### config.mk
export PLATFORM = sky130hd
export DESIGN_NAME = shift_reg_load_ctrl
export DESIGN_NICKNAME = d
export VERILOG_FILES = /design/src/rtl/shift_reg_load_ctrl.sv
export SDC_FILE = /design/constraint.sdc
export NUM_CORES = 1
export LEC_CHECK = 0
export CAP_MARGIN = 20
export CORE_ASPECT_RATIO = 0.8
export CORE_UTILIZATION = 40
export DETAILED_ROUTE_END_ITERATION = 10
export GPL_ROUTABILITY_DRIVEN = 0
export PLACE_DENSITY = 0.73
export SYNTH_ARGS = -nofsm -noshare
export SYNTH_HDL_FRONTEND = slang
export SYNTH_SLANG_ARGS = --single-unit
### constraint.sdc
create_clock -name i_clk -period 1.4 [get_ports i_clk]
set_input_delay 0.35 -clock i_clk [delete_from_list [all_inputs] [get_ports i_clk]]
set_output_delay 0.35 -clock i_clk [all_outputs]
set_load 0.05 [all_outputs]
### src/rtl/shift_reg_load_ctrl.sv
// shift_reg_load_ctrl: loads configuration words MSB first into an external serial shift
// register. Generates SCLK, serial data and a latch-enable pulse, then pulses o_done.
// Words are handed over with a valid/ready handshake; nothing is queued while busy.
// Optional build macro SHIFT_READBACK_EN adds i_sdi/o_rdata: the bits the external
// device shifts out are captured while the word is loaded.
module shift_reg_load_ctrl #(
  parameter int unsigned DATA_WIDTH = 8,
  parameter int unsigned CLK_DIV    = 2,
  parameter int unsigned LE_CYCLES  = 1
) (
  input  logic                  i_clk,
  input  logic                  i_rst,
  input  logic [DATA_WIDTH-1:0] i_data,
  input  logic                  i_valid,
  output logic                  o_ready,
  output logic                  o_sclk,
  output logic                  o_sdata,
  output logic                  o_le,
  output logic                  o_busy,
  output logic                  o_done
`ifdef SHIFT_READBACK_EN
  ,
  input  logic                  i_sdi,
  output logic [DATA_WIDTH-1:0] o_rdata
`endif
);

  localparam int unsigned PhW  = (2 * CLK_DIV > 1) ? $clog2(2 * CLK_DIV) : 1;
  localparam int unsigned BitW = (DATA_WIDTH > 1) ? $clog2(DATA_WIDTH) : 1;
  localparam int unsigned LeW  = (LE_CYCLES > 1) ? $clog2(LE_CYCLES) : 1;

  localparam logic [PhW-1:0]  PhLast  = PhW'(2 * CLK_DIV - 1);
  localparam logic [PhW-1:0]  PhHigh  = PhW'(CLK_DIV);
  localparam logic [BitW-1:0] BitLast = BitW'(DATA_WIDTH - 1);
  localparam logic [LeW-1:0]  LeLast  = LeW'(LE_CYCLES - 1);

  typedef enum logic [1:0] {
    StIdle,
    StShift,
    StLatch
  } state_e;

  state_e                  state_q;
  logic [DATA_WIDTH-1:0]   shreg_q;
  logic [BitW-1:0]         bit_q;
  logic [PhW-1:0]          phase_q;
  logic [LeW-1:0]          le_cnt_q;
  logic [PhW-1:0]          phase_inc;

`ifdef SHIFT_READBACK_EN
  logic [DATA_WIDTH-1:0]   rx_q;
`endif

  assign phase_inc = phase_q + PhW'(1);

  // Sequencer: handshake, SCLK phase generation, bit shifting and latch pulse, all registered.
  always_ff @(posedge i_clk) begin
    if (i_rst) begin
      state_q  <= StIdle;
      shreg_q  <= '0;
      bit_q    <= '0;
      phase_q  <= '0;
      le_cnt_q <= '0;
      o_ready  <= 1'b1;
      o_sclk   <= 1'b0;
      o_sdata  <= 1'b0;
      o_le     <= 1'b0;
      o_busy   <= 1'b0;
      o_done   <= 1'b0;
`ifdef SHIFT_READBACK_EN
      rx_q     <= '0;
      o_rdata  <= '0;
`endif
    end else begin
      o_done <= 1'b0;
      unique case (state_q)
        StIdle: begin
          if (i_valid && o_ready) begin
            state_q <= StShift;
            shreg_q <= i_data;
            bit_q   <= '0;
            phase_q <= '0;
            o_ready <= 1'b0;
            o_busy  <= 1'b1;
            o_sclk  <= 1'b0;
            o_sdata <= i_data[DATA_WIDTH-1];
`ifdef SHIFT_READBACK_EN
            rx_q    <= '0;
`endif
          end
        end

        StShift: begin
          if (phase_q == PhLast) begin
            // End of the high phase: SCLK falls and data moves on the same edge.
            phase_q <= '0;
            o_sclk  <= 1'b0;
            if (bit_q == BitLast) begin
              state_q  <= StLatch;
              o_sdata  <= 1'b0;
              o_le     <= 1'b1;
              le_cnt_q <= '0;
            end else begin
              bit_q   <= bit_q + BitW'(1);
              // Rotate so the next bit to send always sits just below the MSB.
              shreg_q <= {shreg_q[DATA_WIDTH-2:0], shreg_q[DATA_WIDTH-1]};
              o_sdata <= shreg_q[DATA_WIDTH-2];
            end
          end else begin
            phase_q <= phase_inc;
            o_sclk  <= (phase_inc >= PhHigh);
          end
`ifdef SHIFT_READBACK_EN
          // Capture at the end of the first high-phase cycle of each bit.
          if (phase_q == PhHigh) begin
            rx_q <= {rx_q[DATA_WIDTH-2:0], i_sdi};
          end
`endif
        end

        StLatch: begin
          if (le_cnt_q == LeLast) begin
            state_q <= StIdle;
            o_le    <= 1'b0;
            o_done  <= 1'b1;
            o_ready <= 1'b1;
            o_busy  <= 1'b0;
            bit_q   <= '0;
`ifdef SHIFT_READBACK_EN
            o_rdata <= rx_q;
`endif
          end else begin
            le_cnt_q <= le_cnt_q + LeW'(1);
          end
        end

        default: begin
          state_q <= StIdle;
        end
      endcase
    end
  end

endmodule

==> flow_summary.ini <==
[outcome]
outcome = finished, violations left
violations = design-rule violations, negative setup slack

[global_routing]
grt-ovfl-total = 0
first_global_vias = 875
antenna_found_initial = 0
track_usage_pct = 19.2
grt_start_max_net_pins = 13
grt_pass1_wl_microns = 3900

[sta]
final.min_clock_period_ns = 1.50
rsz0062_at_grt = true
worst_slack_ns = -0.0969
hold_ws_ns = 0.500
worstMarginPinSlew_ns = 0.370
max_freq_mhz = 668
setup_viol = 11
setup_tns_ns = -0.676
hold_viol = 0
slew_headroom_pct = 75.3
finalMaxSlewViolations = 0
skew_ns = 0.0207
period_share_pct = 107

[clock_tree]
cts_tree = built
cts.reportedPaths.clkPinSlew_ns = 0.13
clk_path_buf_depth = 2
cts_made_buffers = 3
htreeDepth = 1
holdBufCountCts = 0
worstSkewPairLatency_ns = 0.31
cts_num_sinks = 20
cts-root-buf = clkbuf_4

[floorplanning]
start_util_pct = 44.4
die_w_microns = 57.9
fp.dieH_microns = 46.7
core_area_sq_um = 2250
ios = 17
row_count = 15
dieArea_sq_um = 2710

[place]
post-place-ws_ns = -0.369
portBuffers = 16
dp_cells = 153
dp_hpwl_microns = 1690

[setup_path]
arrival_ns = 1.71
crit_path_start_kind = flop
cp_top_family = flip-flops
cpMostUsedCell = ha_4
cp_slowest_cell = dfxtp_2
crit_type = flop to flop
critPathBufInv = 0
required_ns = 1.61
critPathMaxFanout = 5
crit_chain = ha_4, ha_4, nand3b_4, mux2_4, o32ai_2
slowest_delay_ns = 0.35
critical_path.endpoint_type = flop

[job]
drv_cap = 0

[finish]
drive_gt1_share_pct = 42.6
area_delta_synth_final_pct = 68.0
stdcell_count = 161
layout.nets = 152
diodes = 0

[synth]
ys_ff_latch = 20
syn_area_sq_um = 1000
syn_inst = 101
async_reset_ff_share_pct = 0
yosysMostFrequentCell = dfxtp_1
yosys-top-cells-area = dfxtp_1, mux2i_1, a2111oi_0, a31o_1, ha_1
synth_warnings = 0
synth_cell_types = 34
synth-edff-count = 0
synthTopCellsByCount = dfxtp_1, a2111oi_0, a31o_1, mux2i_1, inv_1
synthFlopType = dfxtp_1
ys_seq_area_share_pct = 40.0
synth.net_count = 116
synth_top_area_share_pct = 40.0
syn_avg_cell_area_sq_um = 9.91
netlist.top_cell.by_area = dfxtp_1

[pwr]
p_seq_share_pct = 50.1
pwr-share-clk_pct = 23.8
comb_power_share_pct = 26.1
netSwitchingFraction_pct = 30.3
leakagePower_uw = 0.000665
power.switching_uw = 379
internal_power_uw = 872
vdd_drop_max_mv = 0.536
power.density_nw_per_um2 = 744

[drt]
drt-pass1-iter-count = 9
vias = 954
ant_nets = 0
routed_wl_microns = 2720
vias_per_cell = 5.93
drc = 1
drtIter0Drc = 43
wire_per_inst_microns = 16.9

[worst_hold_path]
hp-class = input pin to flop
## layout by cell type (no fill, tap or decap), drive strengths merged
cell type / Yosys / routed
a32o: 2 / 2
nand2b: 2 / 2
nor2b: 1 / 1
o22ai: 1 / 1
a31o: 8 / 8
nor4: 1 / 1
dfxtp: 20 / 20
buf: 3 / 28
mux2: 1 / 1
inv: 6 / 6
a2111oi: 8 / 8
nand3b: 3 / 4
clkdlybuf4s50: 0 / 9
nor4b: 1 / 1
a21boi: 1 / 1
and3: 1 / 1
a311oi: 1 / 1
a221oi: 1 / 1
a21o: 3 / 3
o32ai: 1 / 1
o21ai: 4 / 4
mux2i: 8 / 8
nor2: 1 / 1
clkbuf: 5 / 4
dlymetal6s2s: 0 / 1
nor3b: 1 / 1
nand3: 1 / 1
or3: 1 / 1
nand2: 4 / 4
ha: 4 / 4
nor3: 1 / 1
a21oi: 5 / 5
and3b: 1 / 1
## worst reg2reg max path, cell delays in order, from the launching register on
cell,delay [ns]
dfxtp_2,0.35
ha_4,0.16
ha_4,0.16
nand3b_4,0.23
mux2_4,0.31
o32ai_2,0.20
## power by group through the flow
| stage | sequential, uW | clock, uW | combinational, uW |
|---|---|---|---|
| final | 626 | 298 | 327 |
| after global routing | 631 | 322 | 346 |
| after CTS | 624 | 305 | 284 |
| after detailed placement | 635 | 0 | 272 |
| after global placement | 633 | 0 | 268 |
| after floorplan | 654 | 0 | 137 |
## timing repair
action	4_1_cts	5_1_grt
setup endpoints to repair	11	12
setup buffers	2	1
pin swaps	3	10
gates resized for setup	8	14
cloned	1	0
## cell families (layout without fill, tap and decap cells)
| group | count (synthesis) | after routing | share of synthesized area [%] |
|---|---|---|---|
| DFF | 20 | 20 | 40.0 |
| buffers and inverters | 14 | 48 | 6.50 |
| AOI/OAI and AO/OA | 35 | 35 | 26.8 |
| adders and majority gates | 4 | 4 | 5.00 |
| muxes | 9 | 9 | 9.13 |
| and+or+nand+nor | 19 | 20 | 12.6 |
## area by class of cell
| type | count | area, sq um |
|---|---|---|
| Clock buffer | 4 | 26.3 |
| Fill cell | 157 | 571 |
| Inverter | 6 | 22.5 |
| Multi-Input combinational cell | 68 | 798 |
| Sequential cell | 20 | 412 |
| Tap cell | 25 | 31.3 |
| Timing Repair Buffer | 38 | 392 |
## through the flow
| stage | instance area (sq um) | utilization [%] | power [uW] |
|---|---|---|---|
| global placement | 1470 | 65.1 | 900 |
| CTS | 1570 | 69.6 | 1210 |
| global route | 1680 | 74.7 | 1300 |
| floorplan | 1110 | - | 791 |
| detailed placement | 1470 | 65.1 | 907 |
| finish | 1680 | 74.7 | 1250 |
## sequential cells by signal, indices dropped and copies added, names as in the netlist
signal,cells
o_done,1
o_ready,1
bit_q,3
phase_q,1
o_busy,1
shreg_q,8
o_le,1
o_sdata,1
state_q,2
o_sclk,1
## routing by layer
metal | wire length [microns] | GRT usage (%)
met1 | 1260 | 24.4
met2 | 1290 | 32.6
met3 | 127 | 5.23
met4 | 40 | 6.19
met5 | 0 | 0
## final timing paths
| path | startpoint | end | slack (ns) | cells past startpoint |
|---|---|---|---|---|
| setup reg to reg | bit_q[1] | bit_q[0] | -0.1 | 5 |
| hold reg to reg | shreg_q[4] | shreg_q[4] | 0.50 | 1 |
| setup / recovery | bit_q[1] | bit_q[0] | -0.1 | 5 |
| hold / removal | i_valid | o_ready | 0.50 | 5 |
Power figures use the tool's default switching activity.
